--- src/rtl/dma_engine.sv ---
// -----------------------------------------------------------------------------
// dma_engine
//   Burst DMA initiator for the banked scratchpad's DMA port. It accepts one
//   command at a time and moves cmd_len words between a streaming interface and
//   memory. The write direction takes words from in_*. The read direction
//   delivers words on out_* through a 2-entry output FIFO.
//
// Ports
//   clk, rst_n              clock (rising edge), synchronous active-low reset
//   cmd_valid/cmd_ready     command handshake; ready only while idle
//   cmd_dir                 0 = stream->memory, 1 = memory->stream
//   cmd_addr                global start word address {bank, local}
//   cmd_len                 word count, 0 allowed
//   in_valid/in_ready/in_data     write-direction stream
//   out_valid/out_ready/out_data  read-direction stream
//   busy, done              burst in progress / one-cycle completion pulse
//   dma_write_en, dma_read_en, dma_bank_sel, dma_local_addr, dma_data_in
//                           scratchpad DMA port strobes, address and write data
//   dma_rdata               read data, valid one cycle after dma_read_en
// -----------------------------------------------------------------------------
module dma_engine #(
    parameter int DATA_W    = 32,
    parameter int ADDR_W    = 8,
    parameter int NB        = 4,
    parameter int BANK_BITS = $clog2(NB),
    parameter int LEN_W     = 16
) (
    input  logic                        clk,
    input  logic                        rst_n,
    input  logic                        cmd_valid,
    output logic                        cmd_ready,
    input  logic                        cmd_dir,
    input  logic [BANK_BITS+ADDR_W-1:0] cmd_addr,
    input  logic [LEN_W-1:0]            cmd_len,
    input  logic                        in_valid,
    output logic                        in_ready,
    input  logic [DATA_W-1:0]           in_data,
    output logic                        out_valid,
    input  logic                        out_ready,
    output logic [DATA_W-1:0]           out_data,
    output logic                        busy,
    output logic                        done,
    output logic                        dma_write_en,
    output logic                        dma_read_en,
    output logic [BANK_BITS-1:0]        dma_bank_sel,
    output logic [ADDR_W-1:0]           dma_local_addr,
    output logic [DATA_W-1:0]           dma_data_in,
    input  logic [DATA_W-1:0]           dma_rdata
);

    localparam int GA_W = BANK_BITS + ADDR_W;
    localparam logic [GA_W-1:0]  ADDR_ONE = GA_W'(1);
    localparam logic [LEN_W-1:0] LEN_ONE  = LEN_W'(1);

    typedef enum logic [1:0] {
        S_IDLE  = 2'd0,
        S_WRITE = 2'd1,
        S_READ  = 2'd2,
        S_DONE  = 2'd3
    } state_t;

    state_t            r_state;
    logic [GA_W-1:0]   r_cur_addr;
    // Words still to write (WRITE) or still to issue as reads (READ).
    logic [LEN_W-1:0]  r_issue_left;
    // Words still to hand to the read-stream sink.
    logic [LEN_W-1:0]  r_deliver_left;
    // A read was issued last cycle; its data is on dma_rdata this cycle.
    logic              r_inflight;
    logic [DATA_W-1:0] r_fifo [0:1];
    logic              r_rd_ptr;
    logic              r_wr_ptr;
    logic [1:0]        r_fifo_cnt;

    logic              w_wr_fire;
    logic              w_rd_fire;
    logic              w_pop;
    logic [1:0]        w_occ;

    assign w_pop     = (r_fifo_cnt != 2'd0) && out_ready;
    assign w_wr_fire = (r_state == S_WRITE) && (r_issue_left != '0) && in_valid;

    // Occupancy counts FIFO entries plus the read still in flight, so a slot is
    // reserved for every outstanding read. A pop this cycle frees its slot now,
    // which is what sustains one word per cycle with out_ready held high.
    assign w_occ     = r_fifo_cnt + {1'b0, r_inflight};
    assign w_rd_fire = (r_state == S_READ) && (r_issue_left != '0) &&
                       ((w_occ - {1'b0, w_pop}) < 2'd2);

    assign cmd_ready      = (r_state == S_IDLE);
    assign busy           = (r_state != S_IDLE);
    assign done           = (r_state == S_DONE);
    assign in_ready       = (r_state == S_WRITE) && (r_issue_left != '0);
    assign dma_write_en   = w_wr_fire;
    assign dma_read_en    = w_rd_fire;
    assign dma_bank_sel   = r_cur_addr[GA_W-1 -: BANK_BITS];
    assign dma_local_addr = r_cur_addr[ADDR_W-1:0];
    assign dma_data_in    = in_data;
    assign out_valid      = (r_fifo_cnt != 2'd0);
    assign out_data       = r_fifo[r_rd_ptr];

    // Control path: FSM, address/length counters and FIFO bookkeeping.
    always_ff @(posedge clk) begin
        if (!rst_n) begin
            r_state        <= S_IDLE;
            r_cur_addr     <= '0;
            r_issue_left   <= '0;
            r_deliver_left <= '0;
            r_inflight     <= 1'b0;
            r_rd_ptr       <= 1'b0;
            r_wr_ptr       <= 1'b0;
            r_fifo_cnt     <= 2'd0;
        end else begin
            r_inflight <= w_rd_fire;
            if (r_inflight) r_wr_ptr <= ~r_wr_ptr;
            if (w_pop)      r_rd_ptr <= ~r_rd_ptr;
            r_fifo_cnt <= r_fifo_cnt + {1'b0, r_inflight} - {1'b0, w_pop};

            // Address wraps naturally at 2^GA_W; local overflow carries into bank.
            if (w_wr_fire || w_rd_fire) begin
                r_cur_addr   <= r_cur_addr + ADDR_ONE;
                r_issue_left <= r_issue_left - LEN_ONE;
            end
            if (w_pop) r_deliver_left <= r_deliver_left - LEN_ONE;

            case (r_state)
                S_IDLE: begin
                    if (cmd_valid) begin
                        r_cur_addr     <= cmd_addr;
                        r_issue_left   <= cmd_len;
                        r_deliver_left <= cmd_len;
                        if (cmd_len == '0)
                            r_state <= S_DONE;
                        else if (cmd_dir)
                            r_state <= S_READ;
                        else
                            r_state <= S_WRITE;
                    end
                end
                S_WRITE: begin
                    if (w_wr_fire && (r_issue_left == LEN_ONE)) r_state <= S_DONE;
                end
                S_READ: begin
                    if (w_pop && (r_deliver_left == LEN_ONE)) r_state <= S_DONE;
                end
                default: begin
                    r_state <= S_IDLE;
                end
            endcase
        end
    end

    // Data path: FIFO storage, captured the cycle after each read is issued.
    always_ff @(posedge clk) begin
        if (r_inflight) r_fifo[r_wr_ptr] <= dma_rdata;
    end

endmodule
--- config.mk ---
export PLATFORM = sky130hd
export DESIGN_NAME = dma_engine
export DESIGN_NICKNAME = d
export VERILOG_FILES = /design/src/rtl/dma_engine.sv
export SDC_FILE = /design/constraint.sdc
export NUM_CORES = 1
export LEC_CHECK = 0
export BUFFER_PORTS_ARGS = -buffer_cell sky130_fd_sc_hd__clkbuf_2
export CAP_MARGIN = 40
export CORE_ASPECT_RATIO = 0.75
export CORE_MARGIN = 5
export CORE_UTILIZATION = 40
export CTS_BUF_LIST = sky130_fd_sc_hd__clkbuf_8
export CTS_CLUSTER_SIZE = 8
export DETAILED_ROUTE_END_ITERATION = 7
export PLACE_DENSITY = 0.65
export SYNTH_ARGS = -nofsm -noshare
export SYNTH_HDL_FRONTEND = slang
export SYNTH_SLANG_ARGS = --single-unit
export TNS_END_PERCENT = 20
--- constraint.sdc ---
create_clock -name clk -period 2.5 [get_ports clk]
set_clock_uncertainty 0.2 [all_clocks]
set_input_delay 0.375 -clock clk [delete_from_list [all_inputs] [get_ports clk]]
set_output_delay 0.375 -clock clk [all_outputs]
set_load 0.05 [all_outputs]
==> reports/qor.csv, run 1 <==
stage;metric;value;unit
sta;fmax;378;MHz
hold_path;worst hold path class;in -> reg;
floorplan;chip height;110;µm
critical_path;max incr delay on CP;0.56;ns
routing;ANT nets after route;0;
clock_tree;root buf cell;clkbuf_8;
synthesis;number of synthesized flops with an enable pin;64;
routing;final wirelength;13500;µm
routing;max layer used;met4;
placed_design;placed inst area;6060;µm²
power;PD cells;1030;nW/µm²
floorplan;Rows;36;
critical_path;Crit Path Class;reg -> out;
critical_path;CP endpoint kind;output port;
power;Sw Share;0.410;
power;power share of the sequential group;0.363;
synthesis;Synth area leaders;edfxtp_1, dfxtp_1, mux2_2, buf_4, o21ai_0;
power;Switch Pwr;2.88;mW
power;Pint;4.13;mW
clock_tree;Sink Count;114;
routing;via count;4216;
critical_path;Data arrival, critical path;2.07;ns
placed_design;Cells after DPL;729;
placed_design;IO buf count;112;
placed_design;hpwl dp;9540;µm
sta;Sum Neg Setup Slack;-0.604;ns
sta;Final Hold Slack;0.0360;ns
clock_tree;clock tree buffer depth;2;
synthesis;flops & latches, synth;114;
floorplan;die area;15900;µm²
synthesis;largest area contributor in the netlist;edfxtp_1;
sta;Worst Max-Slew Pin Slew;0.558;ns
critical_path;crit path launch type;flip-flop;
grt;Congestion Overflow GR;0;
power;leakage power;2.54;nW
sta;Fin. Hold Viols;0;
sta;period utilisation layout;1.06;
floorplan;Die Wd;144;µm
routing;Routed met2 length;6260;µm
sta;final setup violation count;11;
cells_and_area;share of cells above drive strength 1;0.360;
critical_path;slowest CP cell;or4_4;
synthesis;post-synth cell types;50;
grt;largest net degree at the start of global routing;33;
routing;# DRC;0;
grt;Total GRT Usage;0.176;
synthesis;post-synthesis area per instance;11.3;µm²
run;Max Cap Viol;0;
sta;relative slew slack;0.628;
cells_and_area;post-layout util;0.520;
synthesis;Main synth FF type;edfxtp_1;
floorplan;Starting Density;0.411;
clock_tree;CTS buffer count;17;
synthesis;register area share after synthesis;0.543;
critical_path;critical path required time;1.92;ns
synthesis;Ys Warns;0;
grt;initial antenna violation count;0;
routing;post-DR wirelength/cell;16.9;µm
clock_tree;CTS H-tree depth;4;
floorplan;Placeable Area;13100;µm²
cells_and_area;Area Growth Syn to Fin;26.5;%
power;clock power share;0.212;
synthesis;net count of the mapped netlist;582;
critical_path;worst-path cell chain;or4_4, nor4_4, nand2_2, and3_4, clkbuf_8;
routing;DR iter-0 viols;275;
sta;max-slew violations;0;
routing;Metal-1 WL;6250;µm
synthesis;Synth top area share;0.357;
sta;RSZ-0062 raised after global routing;true;
synthesis;FFs w/ async S/R, synth;0;
placed_design;gpl congestion;0.861;
clock_tree;CTS tree;done;
critical_path;crit path max fanout;5;
cells_and_area;post-route cell area;6820;µm²
cells_and_area;ANT cells;0;
placed_design;dpl ws;-0.0558;ns
routing;DR vias/cell;5.31;
clock_tree;Clock Pin Slew Worst Setup and Hold Paths;0.07;ns
routing;Detailed Routing Iterations Pass 1;5;
power;Peak VDD IR;0.843;mV
synthesis;Mapped Cells;475;
run_status;failing checks;setup timing;
floorplan;Ports;177;
sta;Tmin final;2.64;ns
cells_and_area;Post-layout nets;717;
clock_tree;latest clock arrival within the worst-skew pair;0.43;ns
sta;PnR worst setup slack;-0.143;ns
power;combinational share of power;0.426;
synthesis;Netlist Area Pre-Place;5390;µm²
cells_and_area;Non-Filler Instances;794;
run_status;outcome;finished with violations;
power;overall power;7.01;mW
grt;first-pass GRT wire length;22400;µm
grt;vias in the first global route;4366;
cells_and_area;FILL cells;1171;
routing;met3 wire length;701;µm
==> power groups by stage <==
stage | Sequential [mW] | Clock (mW) | Combinational, mW
after floorplan | 2.67 | 0 | 1.94
after global placement | 2.55 | 0 | 2.76
after detailed placement | 2.56 | 0 | 2.82
after CTS | 2.54 | 1.53 | 2.94
after global routing | 2.58 | 1.61 | 3.23
final | 2.54 | 1.48 | 2.98
==> cell type report <==
cell class / count / area [µm²] / share of cell area
Tap cell: 171 / 214 / 0.0314
Timing Repair Buffer: 173 / 1180 / 0.173
Sequential cell: 114 / 2930 / 0.429
Inverter: 14 / 52.6 / 0.00771
Multi-Input combinational cell: 290 / 2110 / 0.309
Clock inverter: 15 / 103 / 0.0151
Clock buffer: 17 / 234 / 0.0343
==> per-layer routing <==
metal	GRT usage	vias to the layer above
met5	0	-
li1	-	2050
met4	0.0646	0
met3	0.0311	33
met2	0.272	108
met1	0.244	2025
==> registers in the layout (all words and copies together) (netlist names), named ones only <==
signal          count
r_cur_addr         10
r_fifo             64
r_deliver_left     16
r_state             2
r_inflight          1
r_rd_ptr            1
r_issue_left       16
r_wr_ptr            1
r_fifo_cnt          2
==> path summary, 6_finish.rpt <==
| kind | slack [ns] | cells past startpoint | endpoint | start |
|---|---|---|---|---|
| setup / recovery | -0.14 | 5 | dma_write_en | r_issue_left[9] |
| hold / removal | 0.04 | 3 | r_deliver_left[1] | cmd_len[1] |
| setup reg to reg | -0.05 | 6 | r_state[1] | r_issue_left[9] |
| hold reg to reg | 0.28 | 2 | r_deliver_left[3] | r_deliver_left[3] |
==> synth_stat cells, types with 3 or more instances <==
master and count:
a311oi_1 7, buf_4 35, clkbuf_1 17, nor3_1 10, xor2_1 3, o31ai_1 12, mux2_2 32, or3_1 7
a31oi_1 19, nand3_1 12, o41ai_1 4, and2_1 7, nor4_1 12, buf_1 3, o21ai_0 32, a211oi_1 3
nand4_1 3, edfxtp_1 64, or4_1 12, ha_1 11, dfxtp_1 50, inv_1 14, xnor2_1 12, nand2_1 22
nor2_1 18, nand2b_1 3, a21oi_1 15, nor4b_1 5
==> cell usage in the layout (no fill, tap or decap), drive strengths merged, types with 8 or more instances in the layout <==
cell type and instances:
or4 16, a31oi 19, inv 16, a311oi 8, dlygate4sd3 32, clkbuf 129
o31ai 12, mux2 32, nor2 20, clkinv 9, nor3 10, nand3 12
nor4 12, ha 11, o21ai 33, buf 29, edfxtp 64, xnor2 12
a21oi 15, dfxtp 50, nand2 22
==> repair_timing <==
| item | CTS | global route |
|---|---|---|
| endpoints found under the setup margin | 5 | 13 |
| buffers inserted | 0 | 1 |
| hold buffers | 32 | 0 |
| endpoints found under the hold margin | 64 | 0 |
| pin swaps | 1 | 5 |
| gates resized for setup | 17 | 5 |
==> kinds of logic (layout without fill, tap and decap cells) <==
family	count (synthesis)	count (layout)	share of synthesized area
adders and majority gates	11	11	0.0256
xor gates and xnor gates	15	15	0.0244
and+or+nand+nor	127	127	0.135
buffers and inverters	71	219	0.0783
DFF	114	114	0.543
AOI/OAI and AO/OA	103	103	0.123
muxes	34	34	0.0706
==> critical path, delay by kind of cell (launching register included) <==
kind / cells / cell delay, ns
and+or+nand+nor: 4 / 1.14
DFF: 1 / 0.35
buffers and inverters: 1 / 0.17
Note: power is estimated with default switching activity, not from simulation.
==> run 2: changes to the inputs <==
--- a/config.mk
+++ b/config.mk
@@ -7,13 +7,15 @@
 export LEC_CHECK = 0
 export BUFFER_PORTS_ARGS = -buffer_cell sky130_fd_sc_hd__clkbuf_2
 export CAP_MARGIN = 40
+export CELL_PAD_IN_SITES_DETAIL_PLACEMENT = 0
+export CELL_PAD_IN_SITES_GLOBAL_PLACEMENT = 1
 export CORE_ASPECT_RATIO = 0.75
 export CORE_MARGIN = 5
-export CORE_UTILIZATION = 40
+export CORE_UTILIZATION = 36
 export CTS_BUF_LIST = sky130_fd_sc_hd__clkbuf_8
 export CTS_CLUSTER_SIZE = 8
 export DETAILED_ROUTE_END_ITERATION = 7
-export PLACE_DENSITY = 0.65
+export PLACE_DENSITY = 0.75
 export SYNTH_ARGS = -nofsm -noshare
 export SYNTH_HDL_FRONTEND = slang
 export SYNTH_SLANG_ARGS = --single-unit
==> reports/qor.csv, run 2 (synthesis results as in run 1) <==
stage;metric;value;unit;change
routing;via count;4322;;+2.5%
power;combinational share of power;0.411;;-0.015
critical_path;Crit Reg-Reg Endpoint;r_state[1];;
power;power share of the sequential group;0.346;;-0.017
critical_path;R2R depth;6;;unchanged
hold_path;WHS Endpoint;r_cur_addr[1];;
run;Max Cap Viol;0;;unchanged
routing;# DRC;0;;unchanged
clock_tree;root buf cell;clkbuf_8;;
critical_path;crit path max fanout;5;;unchanged
clock_tree;Sink Count;114;;unchanged
power;Pint;4.43;mW;+7.2%
critical_path;critical path's top delay family;simple AND/OR/NAND/NOR gates;;
power;clock power share;0.243;;+0.031
grt;Total GRT Usage;0.155;;-0.0205
placed_design;gpl congestion;0.849;;-1.3%
grt;initial antenna violation count;0;;unchanged
critical_path;crit path launch type;flip-flop;;
clock_tree;latest clock arrival within the worst-skew pair;0.42;ns;about the same
power;Switch Pwr;2.92;mW;+1.7%
clock_tree;CTS buffer count;17;;unchanged
sta;relative slew slack;0.577;;-0.0512
critical_path;critical path required time;1.92;ns;about the same
sta;final setup violation count;5;;-6
critical_path;Crit Path Class;reg -> out;;
power;leakage power;2.62;nW;+3.1%
placed_design;IO buf count;112;;unchanged
run_status;failing checks;setup timing;;
floorplan;chip height;116;µm;+4.9%
critical_path;CP startpoint;r_issue_left[8];;
power;Peak VDD IR;0.446;mV;-47%
critical_path;max incr delay on CP;0.56;ns;about the same
cells_and_area;commonest non-fill, non-tap cell in the layout;clkbuf_2;;
sta;Worst Max-Slew Pin Slew;0.628;ns;+0.0701 ns
hold_path;hold_sp;cmd_addr[1];;
routing;DR vias/cell;5.18;;-2.4%
placed_design;hpwl dp;9870;µm;+3.4%
clock_tree;CTS H-tree depth;4;;unchanged
cells_and_area;Area Growth Syn to Fin;30.0;%;
clock_tree;CTS tree;done;;
sta;period utilisation layout;1.03;;-0.0251
clock_tree;clock tree buffer depth;2;;unchanged
routing;DR iter-0 viols;227;;-17%
routing;Detailed Routing Iterations Pass 1;5;;unchanged
routing;final wirelength;13600;µm;+1.3%
floorplan;die area;17500;µm²;+10%
power;overall power;7.35;mW;+4.9%
critical_path;WP buf/inv;1;;unchanged
power;PD cells;1050;nW/µm²;+2.1%
grt;largest net degree at the start of global routing;33;;unchanged
cells_and_area;Post-layout nets;728;;+1.5%
critical_path;Data arrival, critical path;2.00;ns;-0.07 ns
sta;max-slew violations;0;;unchanged
critical_path;slowest CP cell;or4_4;;
floorplan;Starting Density;0.370;;-0.0407
floorplan;Rows;38;;+5.6%
cells_and_area;largest register by flop count;r_fifo;;
grt;first-pass GRT wire length;21100;µm;-5.9%
cells_and_area;Regs by FF count;r_fifo: 64 flops, r_deliver_left: 16 flops, r_issue_left: 16 flops;;
power;Sw Share;0.398;;-0.0127
cells_and_area;share of cells above drive strength 1;0.375;;+0.0158
routing;ANT nets after route;0;;unchanged
sta;Tmin final;2.58;ns;-0.0627 ns
hold_path;hold path depth;3;;unchanged
grt;vias in the first global route;4230;;-3.1%
cells_and_area;ANT cells;0;;unchanged
sta;fmax;388;MHz;+2.4%
critical_path;reg2reg setup slack;-0.01;ns;+0.04 ns
cells_and_area;most frequent cells in the layout;clkbuf_2, edfxtp_1, dfxtp_1;;
critical_path;CP endpoint kind;output port;;
floorplan;Die Wd;151;µm;+5.0%
floorplan;Placeable Area;14500;µm²;+11%
hold_path;worst hold path class;in -> reg;;
cells_and_area;max reg flops;64;;unchanged
critical_path;R2R Path Start;r_issue_left[8];;
routing;post-DR wirelength/cell;16.3;µm;-3.6%
sta;RSZ-0062 raised after global routing;true;;
grt;Congestion Overflow GR;0;;unchanged
critical_path;worst-path cell chain;or4_4, nor4_4, nand2_2, and3_4, buf_8;;
sta;Sum Neg Setup Slack;-0.229;ns;+0.376 ns
floorplan;Ports;177;;unchanged
sta;Fin. Hold Viols;0;;unchanged
clock_tree;Clock Pin Slew Worst Setup and Hold Paths;0.07;ns;about the same
run_status;outcome;finished with violations;;
sta;PnR worst setup slack;-0.0798;ns;+0.0627 ns
[run 2: changes by cell type in the layout (fill, tap and decap cells not counted), sizes merged]
cell	before	now
buf	29	42
clkinv	9	5
clkbuf	129	126
bufinv	1	3
inv	16	18
dlygate4sd3	32	33
[run 2: power groups by stage]
| stage | registers (mW) | clock network (mW) | logic [mW] |
|---|---|---|---|
| floorplan | 2.67 | 0 | 1.94 |
| global placement | 2.54 | 0 | 2.80 |
| detailed placement | 2.56 | 0 | 2.85 |
| CTS | 2.53 | 1.83 | 2.97 |
| global route | 2.58 | 1.92 | 3.26 |
| finish | 2.54 | 1.79 | 3.03 |
[run 2: worst max-delay path by stage]
| stage | cells after the start | endpoint | slack, ns |
|---|---|---|---|
| after CTS | 5 | dma_read_en | -0.13 |
| after floorplan | 1 | r_fifo[0][0] | 0.04 |
| after global routing | 5 | dma_write_en | -0.17 |
| after detailed placement | 11 | r_cur_addr[5] | -0.09 |
| final | 5 | dma_write_en | -0.08 |
| after global placement | 9 | dma_read_en | -0.03 |
[run 2: area by class of cell]
class / instances / area, µm²
fill: 1346 / 7550
sequential: 114 / 2930
multi-input combinational: 290 / 2110
timing repair buffer: 184 / 1250
tap: 200 / 250
clock buffer: 17 / 234
clock inverter: 15 / 183
inverter: 14 / 52.6
[run 2: worst min-delay path, delay by kind of cell]
family	cells	cell delay (ns)
AOI/OAI and AO/OA	2	0.19
buffers and inverters	1	0.08
[run 2: per-stage QoR]
step                      cells   util  instance area (µm²)  hold WS (ns)  setup WS (ns)
after CTS                   833  0.478                 6960        0.0269         -0.127
after global routing        834  0.481                 7000        0.0458         -0.170
after floorplan             475      -                 5390         0.254         0.0426
after global placement      766  0.422                 6140         0.272        -0.0275
final                       834  0.481                 7000        0.0623        -0.0798
after detailed placement    766  0.422                 6140         0.278        -0.0868
[run 2: what timing repair did]
| item | in CTS | in global routing |
|---|---|---|
| setup buffers | 2 | 1 |
| hold buffers | 33 | 0 |
| setup endpoints to repair | 5 | 16 |
| gates resized for setup | 15 | 12 |
| pin swaps | 2 | 6 |
| endpoints found under the hold margin | 65 | 0 |
[run 2: metal layers]
metal  global-route usage  vias to the layer above  part of all wire
met5                    0                        -                 0
met4               0.0688                        0             0.022
met3               0.0375                       36             0.074
met2                0.244                      150              0.47
met1                0.204                     2058              0.43
li1                     -                     2078                 -
